## config.mk

```make
export PLATFORM = sky130hd
export DESIGN_NAME = rail_sensor_conditioner
export DESIGN_NICKNAME = d
export VERILOG_FILES = /design/src/rtl/rail_gate_pkg.sv /design/src/rtl/sensor_debounce.sv /design/src/rtl/rail_sensor_conditioner.sv
export SDC_FILE = /design/constraint.sdc
export NUM_CORES = 1
export LEC_CHECK = 0
export CORE_UTILIZATION = 40
export CTS_CLUSTER_SIZE = 20
export DETAILED_ROUTE_END_ITERATION = 10
export GPL_TIMING_DRIVEN = 0
export PLACE_DENSITY = 0.55
export SYNTH_ARGS = -nofsm -noshare
export SYNTH_HDL_FRONTEND = slang
export SYNTH_SLANG_ARGS = --single-unit
export TNS_END_PERCENT = 100
```

## constraint.sdc

```tcl
create_clock -name clk_100MHz -period 5.4 [get_ports clk_100MHz]
set_input_delay 0.54 -clock clk_100MHz [delete_from_list [all_inputs] [get_ports clk_100MHz]]
set_output_delay 0.54 -clock clk_100MHz [all_outputs]
set_load 0.05 [all_outputs]
```

## src/rtl/rail_gate_pkg.sv

```systemverilog
// Shared definitions for the railway gate monitor: FSM state encoding,
// system clock rate and a millisecond-to-cycles conversion helper.
package rail_gate_pkg;

  typedef enum logic [1:0] {
    IDLE     = 2'd0,
    OCCUPIED = 2'd1,
    HOLD     = 2'd2
  } gate_state_e;

  localparam int unsigned CLK_HZ = 100_000_000;

  function automatic int unsigned ms_to_cycles(input int unsigned ms);
    return ms * (CLK_HZ / 1000);
  endfunction

endpackage

```

## src/rtl/sensor_debounce.sv

```systemverilog
// One raw track sensor: 2-FF synchronizer, consecutive-cycle debouncer and
// a registered one-cycle strobe on each accepted rising edge.
module sensor_debounce #(
  parameter int unsigned DEBOUNCE_CYCLES = 1_000_000
) (
  input  logic clk_i,
  input  logic rst_ni,
  input  logic raw_i,
  output logic pulse_o
);

  localparam int unsigned CW = $clog2(DEBOUNCE_CYCLES + 1);
  localparam logic [CW-1:0] LAST = CW'(DEBOUNCE_CYCLES - 1);

  logic [1:0]    sync_q;
  logic          level_q, level_d;
  logic          level_prev_q;
  logic [CW-1:0] cnt_q, cnt_d;
  logic          pulse_q;

  // The counter only advances while the synced input disagrees, so it never
  // passes LAST: the level flips on the DEBOUNCE_CYCLES-th disagreeing cycle.
  always_comb begin
    level_d = level_q;
    cnt_d   = '0;
    if (sync_q[1] != level_q) begin
      if (cnt_q == LAST) begin
        level_d = sync_q[1];
      end else begin
        cnt_d = cnt_q + 1'b1;
      end
    end
  end

  always_ff @(posedge clk_i or negedge rst_ni) begin
    if (!rst_ni) begin
      sync_q       <= '0;
      level_q      <= 1'b0;
      level_prev_q <= 1'b0;
      cnt_q        <= '0;
      pulse_q      <= 1'b0;
    end else begin
      sync_q       <= {sync_q[0], raw_i};
      level_q      <= level_d;
      level_prev_q <= level_q;
      cnt_q        <= cnt_d;
      pulse_q      <= level_q & ~level_prev_q;
    end
  end

  assign pulse_o = pulse_q;

endmodule

```

## src/rtl/rail_sensor_conditioner.sv

```systemverilog
// Railway gate front end: conditions approach/exit sensors, counts trains in
// the section, raises a sticky fault and drives train_present with a post-clear hold.
module rail_sensor_conditioner
  import rail_gate_pkg::*;
#(
  parameter int unsigned DEBOUNCE_CYCLES = ms_to_cycles(10),
  parameter int unsigned HOLD_CYCLES     = ms_to_cycles(2000),
  parameter int unsigned CNT_W           = 3
) (
  input  logic             clk_100MHz,
  input  logic             reset,
  input  logic             approach_raw,
  input  logic             exit_raw,
  input  logic             fault_clr,
  output logic             train_present,
  output logic [CNT_W-1:0] occupancy,
  output logic             approach_pulse,
  output logic             exit_pulse,
  output logic             fault
);

  localparam int unsigned TW = (HOLD_CYCLES > 1) ? $clog2(HOLD_CYCLES) : 1;
  localparam logic [TW-1:0]    HOLD_LOAD = TW'(HOLD_CYCLES - 1);
  localparam logic [CNT_W-1:0] OCC_MAX   = '1;

  logic [CNT_W-1:0] occ_q, occ_d;
  logic             fault_q, fault_d;
  logic             fault_evt;
  logic [TW-1:0]    timer_q;
  gate_state_e      state_q;
  logic             train_present_q;

  sensor_debounce #(
    .DEBOUNCE_CYCLES(DEBOUNCE_CYCLES)
  ) u_approach (
    .clk_i  (clk_100MHz),
    .rst_ni (reset),
    .raw_i  (approach_raw),
    .pulse_o(approach_pulse)
  );

  sensor_debounce #(
    .DEBOUNCE_CYCLES(DEBOUNCE_CYCLES)
  ) u_exit (
    .clk_i  (clk_100MHz),
    .rst_ni (reset),
    .raw_i  (exit_raw),
    .pulse_o(exit_pulse)
  );

  // Simultaneous approach and exit cancel out; a new fault event beats fault_clr.
  always_comb begin
    occ_d     = occ_q;
    fault_evt = 1'b0;
    case ({approach_pulse, exit_pulse})
      2'b10: begin
        if (occ_q == OCC_MAX) fault_evt = 1'b1;
        else                  occ_d     = occ_q + 1'b1;
      end
      2'b01: begin
        if (occ_q == '0) fault_evt = 1'b1;
        else             occ_d     = occ_q - 1'b1;
      end
      default: ;
    endcase
    fault_d = fault_evt | (fault_q & ~fault_clr);
  end

  always_ff @(posedge clk_100MHz or negedge reset) begin
    if (!reset) begin
      occ_q   <= '0;
      fault_q <= 1'b0;
    end else begin
      occ_q   <= occ_d;
      fault_q <= fault_d;
    end
  end

  // train_present is updated alongside the state so it always mirrors state != IDLE.
  always_ff @(posedge clk_100MHz or negedge reset) begin
    if (!reset) begin
      state_q         <= IDLE;
      timer_q         <= '0;
      train_present_q <= 1'b0;
    end else begin
      case (state_q)
        IDLE: begin
          if (occ_q != '0) begin
            state_q         <= OCCUPIED;
            train_present_q <= 1'b1;
          end
        end
        OCCUPIED: begin
          if (occ_q == '0) begin
            state_q <= HOLD;
            timer_q <= HOLD_LOAD;
          end
        end
        HOLD: begin
          if (occ_q != '0) begin
            state_q <= OCCUPIED;
            timer_q <= '0;
          end else if (timer_q == '0) begin
            state_q         <= IDLE;
            train_present_q <= 1'b0;
          end else begin
            timer_q <= timer_q - 1'b1;
          end
        end
        default: begin
          state_q         <= IDLE;
          timer_q         <= '0;
          train_present_q <= 1'b0;
        end
      endcase
    end
  end

  assign train_present = train_present_q;
  assign occupancy     = occ_q;
  assign fault         = fault_q;

endmodule

```

==> results of run 1 <==
## stage by stage
step	setup slack [ps]	area (um^2)	std cells	utilization	hold slack, ps
after floorplan	3150	4420	467	-	244
after global placement	589	4700	614	0.447	337
after detailed placement	2630	4720	615	0.449	338
after CTS	2590	4930	631	0.469	176
after global routing	2280	4930	631	0.469	193
final	2610	4930	631	0.469	166
## how the worst max path moves through the flow
| stage | slack [ps] | startpoint | endpoint | cells past startpoint |
|---|---|---|---|---|
| after floorplan | 3150 | timer_q[0]$_DFFE_PN0P_ | timer_q[25]$_DFFE_PN0P_ | 9 |
| after global placement | 590 | reset | u_exit.sync_q[0]$_DFF_PN0_ | 1 |
| after detailed placement | 2630 | state_q[0]$_DFFE_PN0P_ | timer_q[13]$_DFFE_PN0P_ | 9 |
| after CTS | 2590 | state_q[0]$_DFFE_PN0P_ | timer_q[13]$_DFFE_PN0P_ | 9 |
| after global routing | 2280 | state_q[0]$_DFFE_PN0P_ | timer_q[3]$_DFFE_PN0P_ | 9 |
| final | 2610 | state_q[0]$_DFFE_PN0P_ | timer_q[13]$_DFFE_PN0P_ | 9 |
## worst register-to-register path, cell delays in order (launching register included)
cell,delay (ps)
dfrtp_1,430
inv_1,110
ha_1,240
nor4b_1,420
clkbuf_1,440
nand2_1,300
clkbuf_1,370
a21oi_1,220
o21ai_1,70
o31ai_1,80
## power by group
| part | internal, mW | switching, mW | leakage (nW) |
|---|---|---|---|
| logic | 0.00941 | 0.0212 | 0.792 |
| registers | 0.641 | 0.00423 | 1.17 |
| clock network | 0.250 | 0.235 | 0.112 |
## synth_stat cells, types with 2 or more instances
| library cell | instances |
|---|---|
| nand4_1 | 9 |
| dfrtp_1 | 85 |
| mux2_2 | 2 |
| nand2b_1 | 2 |
| nor3_4 | 2 |
| o2bb2ai_1 | 5 |
| buf_6 | 2 |
| o21ai_1 | 8 |
| and3_1 | 6 |
| o41ai_1 | 3 |
| xnor2_1 | 24 |
| o31ai_1 | 3 |
| xor2_1 | 17 |
| nor2b_1 | 3 |
| nor3_1 | 16 |
| ha_1 | 10 |
| nor2_1 | 81 |
| nor4b_1 | 2 |
| o22ai_1 | 4 |
| a21oi_1 | 21 |
| nand2_1 | 25 |
| buf_4 | 2 |
| or2_2 | 3 |
| nand3_1 | 14 |
| and4_1 | 5 |
| or4_4 | 2 |
| clkbuf_1 | 9 |
| inv_1 | 16 |
| nor4_1 | 14 |
| or3_1 | 4 |
| a31oi_1 | 9 |
| or4_1 | 3 |
| o21ai_0 | 34 |
## flip-flops by register name, summed over array words and instances, names as in the netlist, 2 cells and up
register	cells
u_exit.cnt_q	20
occupancy	3
u_exit.sync_q	2
state_q	2
timer_q	28
u_approach.sync_q	2
u_approach.cnt_q	20
## kinds of logic after synthesis
logic type / count (synthesis) / share of synthesized area
flip-flops: 85 / 0.482
AO/OA/AOI/OAI: 94 / 0.126
adder cells (fa/ha/maj): 11 / 0.0329
XOR/XNOR: 41 / 0.0813
buffers and inverters: 32 / 0.0329
multiplexers: 4 / 0.00992
AND/OR/NAND/NOR: 200 / 0.236
## layout make-up
type	instances	area, um^2	area share
buffer	16	85.1	0.0173
clock buffer	12	165	0.0335
clock inverter	4	45.0	0.00913
inverter	16	60.1	0.0122
multi-input combinational	350	2140	0.435
sequential	85	2130	0.431
tap	136	170	0.0345
timing repair buffer	12	135	0.0274
## metal layers
metal  up-vias  part of all wire
met5         -                 0
met4         0             0.019
met3        16             0.035
met2        61              0.45
met1      1673              0.49
li1       1691                 -
==> impl_results.md, run 1 <==
* Mapped Nets at 483
* Global route total overflow at 0
* Min Tclk post-route at 2790 ps
* Final WL at 9580 um
* Asr flop ratio synth at 1.00
* GRT Resource Usage Total at 0.183
* Post-synth EDFFs at 0
* Setup TNS Final at 0 ps
* Fin. max-slew vios at 0
* Met3 Track Usage GR at 0.0359
* Core area at roughly 11000 um^2
* Routed via count at 3441
* Origin of the critical flop-to-flop path: state_q[0]$_DFFE_PN0P_
* Synth Instances at 467
* Cts-stage hold buffer count at 0
* Ant. Diodes at 0
* Status: finished, final reports clean
* Drt drc at 0
* Share of the synthesized area in the top cell type at 0.482
* Rows at 37
* Syn_area_per_cell at around 9.5 um^2
* Largest net degree at the start of global routing at 46
* CTS Buf Count at 9
* CP top delay family: buffers and inverters
* Reg clk slew, reported paths at roughly 80 ps
* Critical path type: reg -> reg
* Die Ht at around 110 um
* Yosys Warn Count at 0
* Vias/cell at 5.45
* Commonest non-fill, non-tap cell in the layout: dfrtp_1
* Most frequent cells in the layout: dfrtp_1, nor2_1, o21ai_0
* Max Fclk at 359 MHz
* CP cell instances: inv_1 -> ha_1 -> nor4b_1 -> clkbuf_1 -> nand2_1 -> clkbuf_1 -> a21oi_1 -> o21ai_1 -> o31ai_1
* Synth area leader: dfrtp_1
* Global Route met2 Usage at 0.280
* Worst Hold Class: in -> async
* CP max stage cell: clkbuf_1
* Most used routing layer: met2
* Pwr Total at between 1 and 1.5 mW
* Crit end category: flop
* Die area at between 10000 and 15000 um^2
* R2r setup slk at around 2600 ps
* Final setup viols at 0
* Peak supply drop at approximately 0.11 mV
* Longest Clk Path Bufs at 2
* P per Cell Area at ~240 nW/um^2
* DP Wirelength at around 6700 um
* Max_cap viols at 0
* R2R cell count at 9
* Startpoint types: flop
* RSZ-0062 raised after global routing: no
* Critical path peak fanout at 10
* Antenna violations before repair at 0
* Nets at about 510
* Fill count at 997
* Seq cells post-synth at between 80 and 90
* H-tree level count at 3
* Area contributors post-synth: dfrtp_1, nor2_1, xnor2_1
* Antenna-violating nets left at 0
* Clk sinks at between 80 and 90
* Worst-Margin Slew at a little over 800 ps
* Post-synth cell types at 55
* Area Overhead vs Synth at 11.7%
* Top FF cell, synth: dfrtp_1
* Postcts setup bufs at 0
* Vias in the first global route at 3353
* Clock root buffer master: clkbuf_8
* Most used cell along the critical path: clkbuf_1
* Worst Skew at between 9 and 10 ps
* Fin. Hold Viols at 0
* WP data required at roughly 5700 ps
* DR WL/cell at approximately 15 um
* Initial Util at 0.420
* GP Congestion at approximately 0.80
* Die width at between 100 and 150 um
* FF-to-FF End: timer_q[13]$_DFFE_PN0P_
* Register area share after synthesis at 0.482
* Crit path DAT at a little over 3000 ps
* Leak at roughly 2.1 nW
* GR Util met1 at 0.253
* Slew HR at 0.450
* Crit share post-route at 0.516
* Buffers added on ports at 11
* Worst path bufs/invs at 3
* Layout cells sized above 1 at 0.0828
* Num ports at 12
* 1st-iter DRT viols at approximately 230
* Mapped cell area at 4420 um^2
* Resize count post-CTS at 0
* Drt pass-1 iters at 4
* First-pass GRT wire length at between 15000 and 20000 um
* Crit-path max cell delay at about 440 ps
* Clock Latency Late Sink at 370 ps
* CTS tree: built
No activity file was read; power rests on OpenSTA's default activity.
==> inputs of run 2 (changes only) <==
==> constraint.sdc (replaced) <==
create_clock -name clk_100MHz -period 2.6 [get_ports clk_100MHz]
set_input_delay 0.26 -clock clk_100MHz [delete_from_list [all_inputs] [get_ports clk_100MHz]]
set_output_delay 0.26 -clock clk_100MHz [all_outputs]
set_load 0.05 [all_outputs]
==> impl_results.md, run 2 (synthesis results as in run 1) <==
* Origin of the critical flop-to-flop path: timer_q[0]$_DFFE_PN0P_ (was state_q[0]$_DFFE_PN0P_)
* First-pass GRT wire length at 16400 um (about the same)
* CTS Buf Count at 9 (unchanged)
* Area Overhead vs Synth at 13.4% (was 11.7%)
* Die width at 107 um (unchanged)
* Inst Count DP at 615 (unchanged)
* Vias/cell at 5.47 (was 5.45)
* Peak supply drop at 0.230 mV (was 0.111 mV)
* Hold Startpoint: approach_raw
* CTS tree: built (unchanged)
* Fin. Hold Viols at 0 (unchanged)
* Slew HR at 0.449 (was 0.450)
* DR WL/cell at 15.3 um (was 15.2 um)
* Crit end category: flop (unchanged)
* Startpoint types: flop (unchanged)
* Drt drc at 0 (unchanged)
* Crit share post-route at 0.944 (was 0.516)
* H-tree level count at 3 (unchanged)
* Max Fclk at 408 MHz (was 359 MHz)
* Critical path type: reg -> reg (unchanged)
* Drt pass-1 iters at 5 (was 4)
* Critical path peak fanout at 10 (unchanged)
* Cells on Worst Hold Path at 1
* Buffers added on ports at 11 (unchanged)
* Reg clk slew, reported paths at 90 ps (was 80 ps)
* Min Tclk post-route at 2450 ps (was 2790 ps)
* Routed via count at 3461 (was 3441)
* R2r setup slk at 150 ps (was 2610 ps)
* WP data required at 2850 ps (was 5660 ps)
* Ant. Diodes at 0 (unchanged)
* Worst-Margin Slew at 819 ps (was 818 ps)
* Vias in the first global route at 3340 (was 3353)
* Top flop regs: timer_q (28), u_approach.cnt_q (20), u_exit.cnt_q (20) (unchanged)
* Fin. max-slew vios at 0 (unchanged)
* Commonest non-fill, non-tap cell in the layout: dfrtp_1 (unchanged)
* Clock Latency Late Sink at 360 ps (was 370 ps)
* Max reg flops at 28 (unchanged)
* Clk sinks at 85 (unchanged)
* R2R cell count at 8 (was 9)
* 1st-iter DRT viols at 197 (was 229)
* GRT Resource Usage Total at 0.183 (about the same)
* Setup TNS Final at 0 ps (unchanged)
* Worst Skew at 9.03 ps (was 9.01 ps)
* Leak at 2.13 nW (was 2.08 nW)
* Core area at 10500 um^2 (unchanged)
* Most frequent cells in the layout: dfrtp_1, nor2_1, o21ai_0 (unchanged)
* P per Cell Area at 480 nW/um^2 (was 235 nW/um^2)
* Final setup viols at 0 (unchanged)
* DP Wirelength at 6650 um (unchanged)
* Final WL at 9710 um (was 9580 um)
* Post-route insts no fill at 633 (was 631)
* RSZ-0062 raised after global routing: no (unchanged)
* Longest Clk Path Bufs at 2 (unchanged)
* Clock root buffer master: clkbuf_8 (unchanged)
* Hold WS at 344 ps (was 166 ps)
* Antenna-violating nets left at 0 (unchanged)
* Status: finished, final reports clean (unchanged)
* Worst Hold Class: in -> reg (was in -> async)
* GP Congestion at 0.796 (unchanged)
* Initial Util at 0.420 (unchanged)
* Rows at 37 (unchanged)
* Layout cells sized above 1 at 0.107 (was 0.0828)
* Crit path DAT at 2700 ps (was 3050 ps)
* FF-to-FF End: state_q[1]$_DFFE_PN0P_ (was timer_q[13]$_DFFE_PN0P_)
* Biggest register: timer_q (unchanged)
* Antenna violations before repair at 0 (unchanged)
* Max_cap viols at 0 (unchanged)
* Hold Path End: u_approach.sync_q[0]$_DFF_PN0_
* Num ports at 12 (unchanged)
* Nets at 508 (was 506)
* Largest net degree at the start of global routing at 46 (unchanged)
* Global route total overflow at 0 (unchanged)
* Die Ht at 107 um (unchanged)
* Die area at 11500 um^2 (unchanged)
[run 2: changes by cell type in the layout (fill, tap and decap cells not counted), sizes merged]
cell         delta
clkbuf          -3
buf             +4
dlygate4sd3     +1
[run 2: critical path: stages, from the launching register on]
cell      delay (ps)
dfrtp_1          400
inv_1            100
ha_1             200
or4b_2           640
nor4_4           190
buf_4            240
a21boi_1         100
o21ai_1          150
mux2_1           330
[run 2: layout make-up]
cell class | count | area, um^2
inverter | 16 | 60.1
clock inverter | 4 | 45.0
multi-input combinational | 350 | 2190
buffer | 14 | 83.8
clock buffer | 12 | 165
timing repair buffer | 16 | 168
fill | 985 | 5500
tap | 136 | 170
sequential | 85 | 2130
[run 2: power breakdown]
part / switching, mW / internal [mW] / leakage (nW)
clock: 0.479 / 0.518 / 0.112
sequential: 0.00882 / 1.33 / 1.17
combinational: 0.0439 / 0.0205 / 0.846
[run 2: through the flow]
step / util / cell area, um^2 / setup WS (ps) / total power [mW]
final: 0.477 / 5010 / 146 / 2.40
after global routing: 0.477 / 5010 / 5.67 / 2.50
after CTS: 0.472 / 4960 / 16.0 / 2.45
after detailed placement: 0.449 / 4720 / -170 / 1.43
after global placement: 0.447 / 4700 / -1930 / 1.43
after floorplan: - / 4420 / 347 / 1.39
[run 2: routing by layer]
metal | vias to the layer above | track usage | wire (um)
met2 | 67 | 0.281 | 4420
met5 | - | 0 | 0
li1 | 1696 | - | -
met3 | 14 | 0.0359 | 325
met1 | 1684 | 0.255 | 4830
met4 | 0 | 0.0714 | 133
[run 2: worst max path at each step]
| stage | startpoint | to | slack (ps) | cells after the start |
|---|---|---|---|---|
| 5_1_grt | state_q[0]$_DFFE_PN0P_ | timer_q[3]$_DFFE_PN0P_ | 6 | 9 |
| 6_report | timer_q[0]$_DFFE_PN0P_ | state_q[1]$_DFFE_PN0P_ | 150 | 8 |
| 3_5_place_dp | state_q[0]$_DFFE_PN0P_ | timer_q[13]$_DFFE_PN0P_ | -170 | 9 |
| 4_1_cts | timer_q[0]$_DFFE_PN0P_ | timer_q[0]$_DFFE_PN0P_ | 20 | 9 |
| 3_3_place_gp | reset | u_exit.sync_q[0]$_DFF_PN0_ | -1930 | 1 |
| 2_1_floorplan | timer_q[0]$_DFFE_PN0P_ | timer_q[25]$_DFFE_PN0P_ | 350 | 9 |
[run 2: repair_timing]
action / 4_1_cts / 5_1_grt
setup endpoints to repair: 43 / 42
pin swaps: 1 / 2
setup buffers: 0 / 3
gates resized for setup: 6 / 9
hold buffers: 1 / 0
hold endpoints to repair: 40 / 0
==> inputs of run 3 (changes only) <==
--- a/config.mk
+++ b/config.mk
@@ -5,6 +5,7 @@
 export SDC_FILE = /design/constraint.sdc
 export NUM_CORES = 1
 export LEC_CHECK = 0
+export CAP_MARGIN = 20
 export CORE_UTILIZATION = 40
 export CTS_CLUSTER_SIZE = 20
 export DETAILED_ROUTE_END_ITERATION = 10
==> results of run 3 <==
The final DEF is identical to that of run 2; final timing and power are the same.
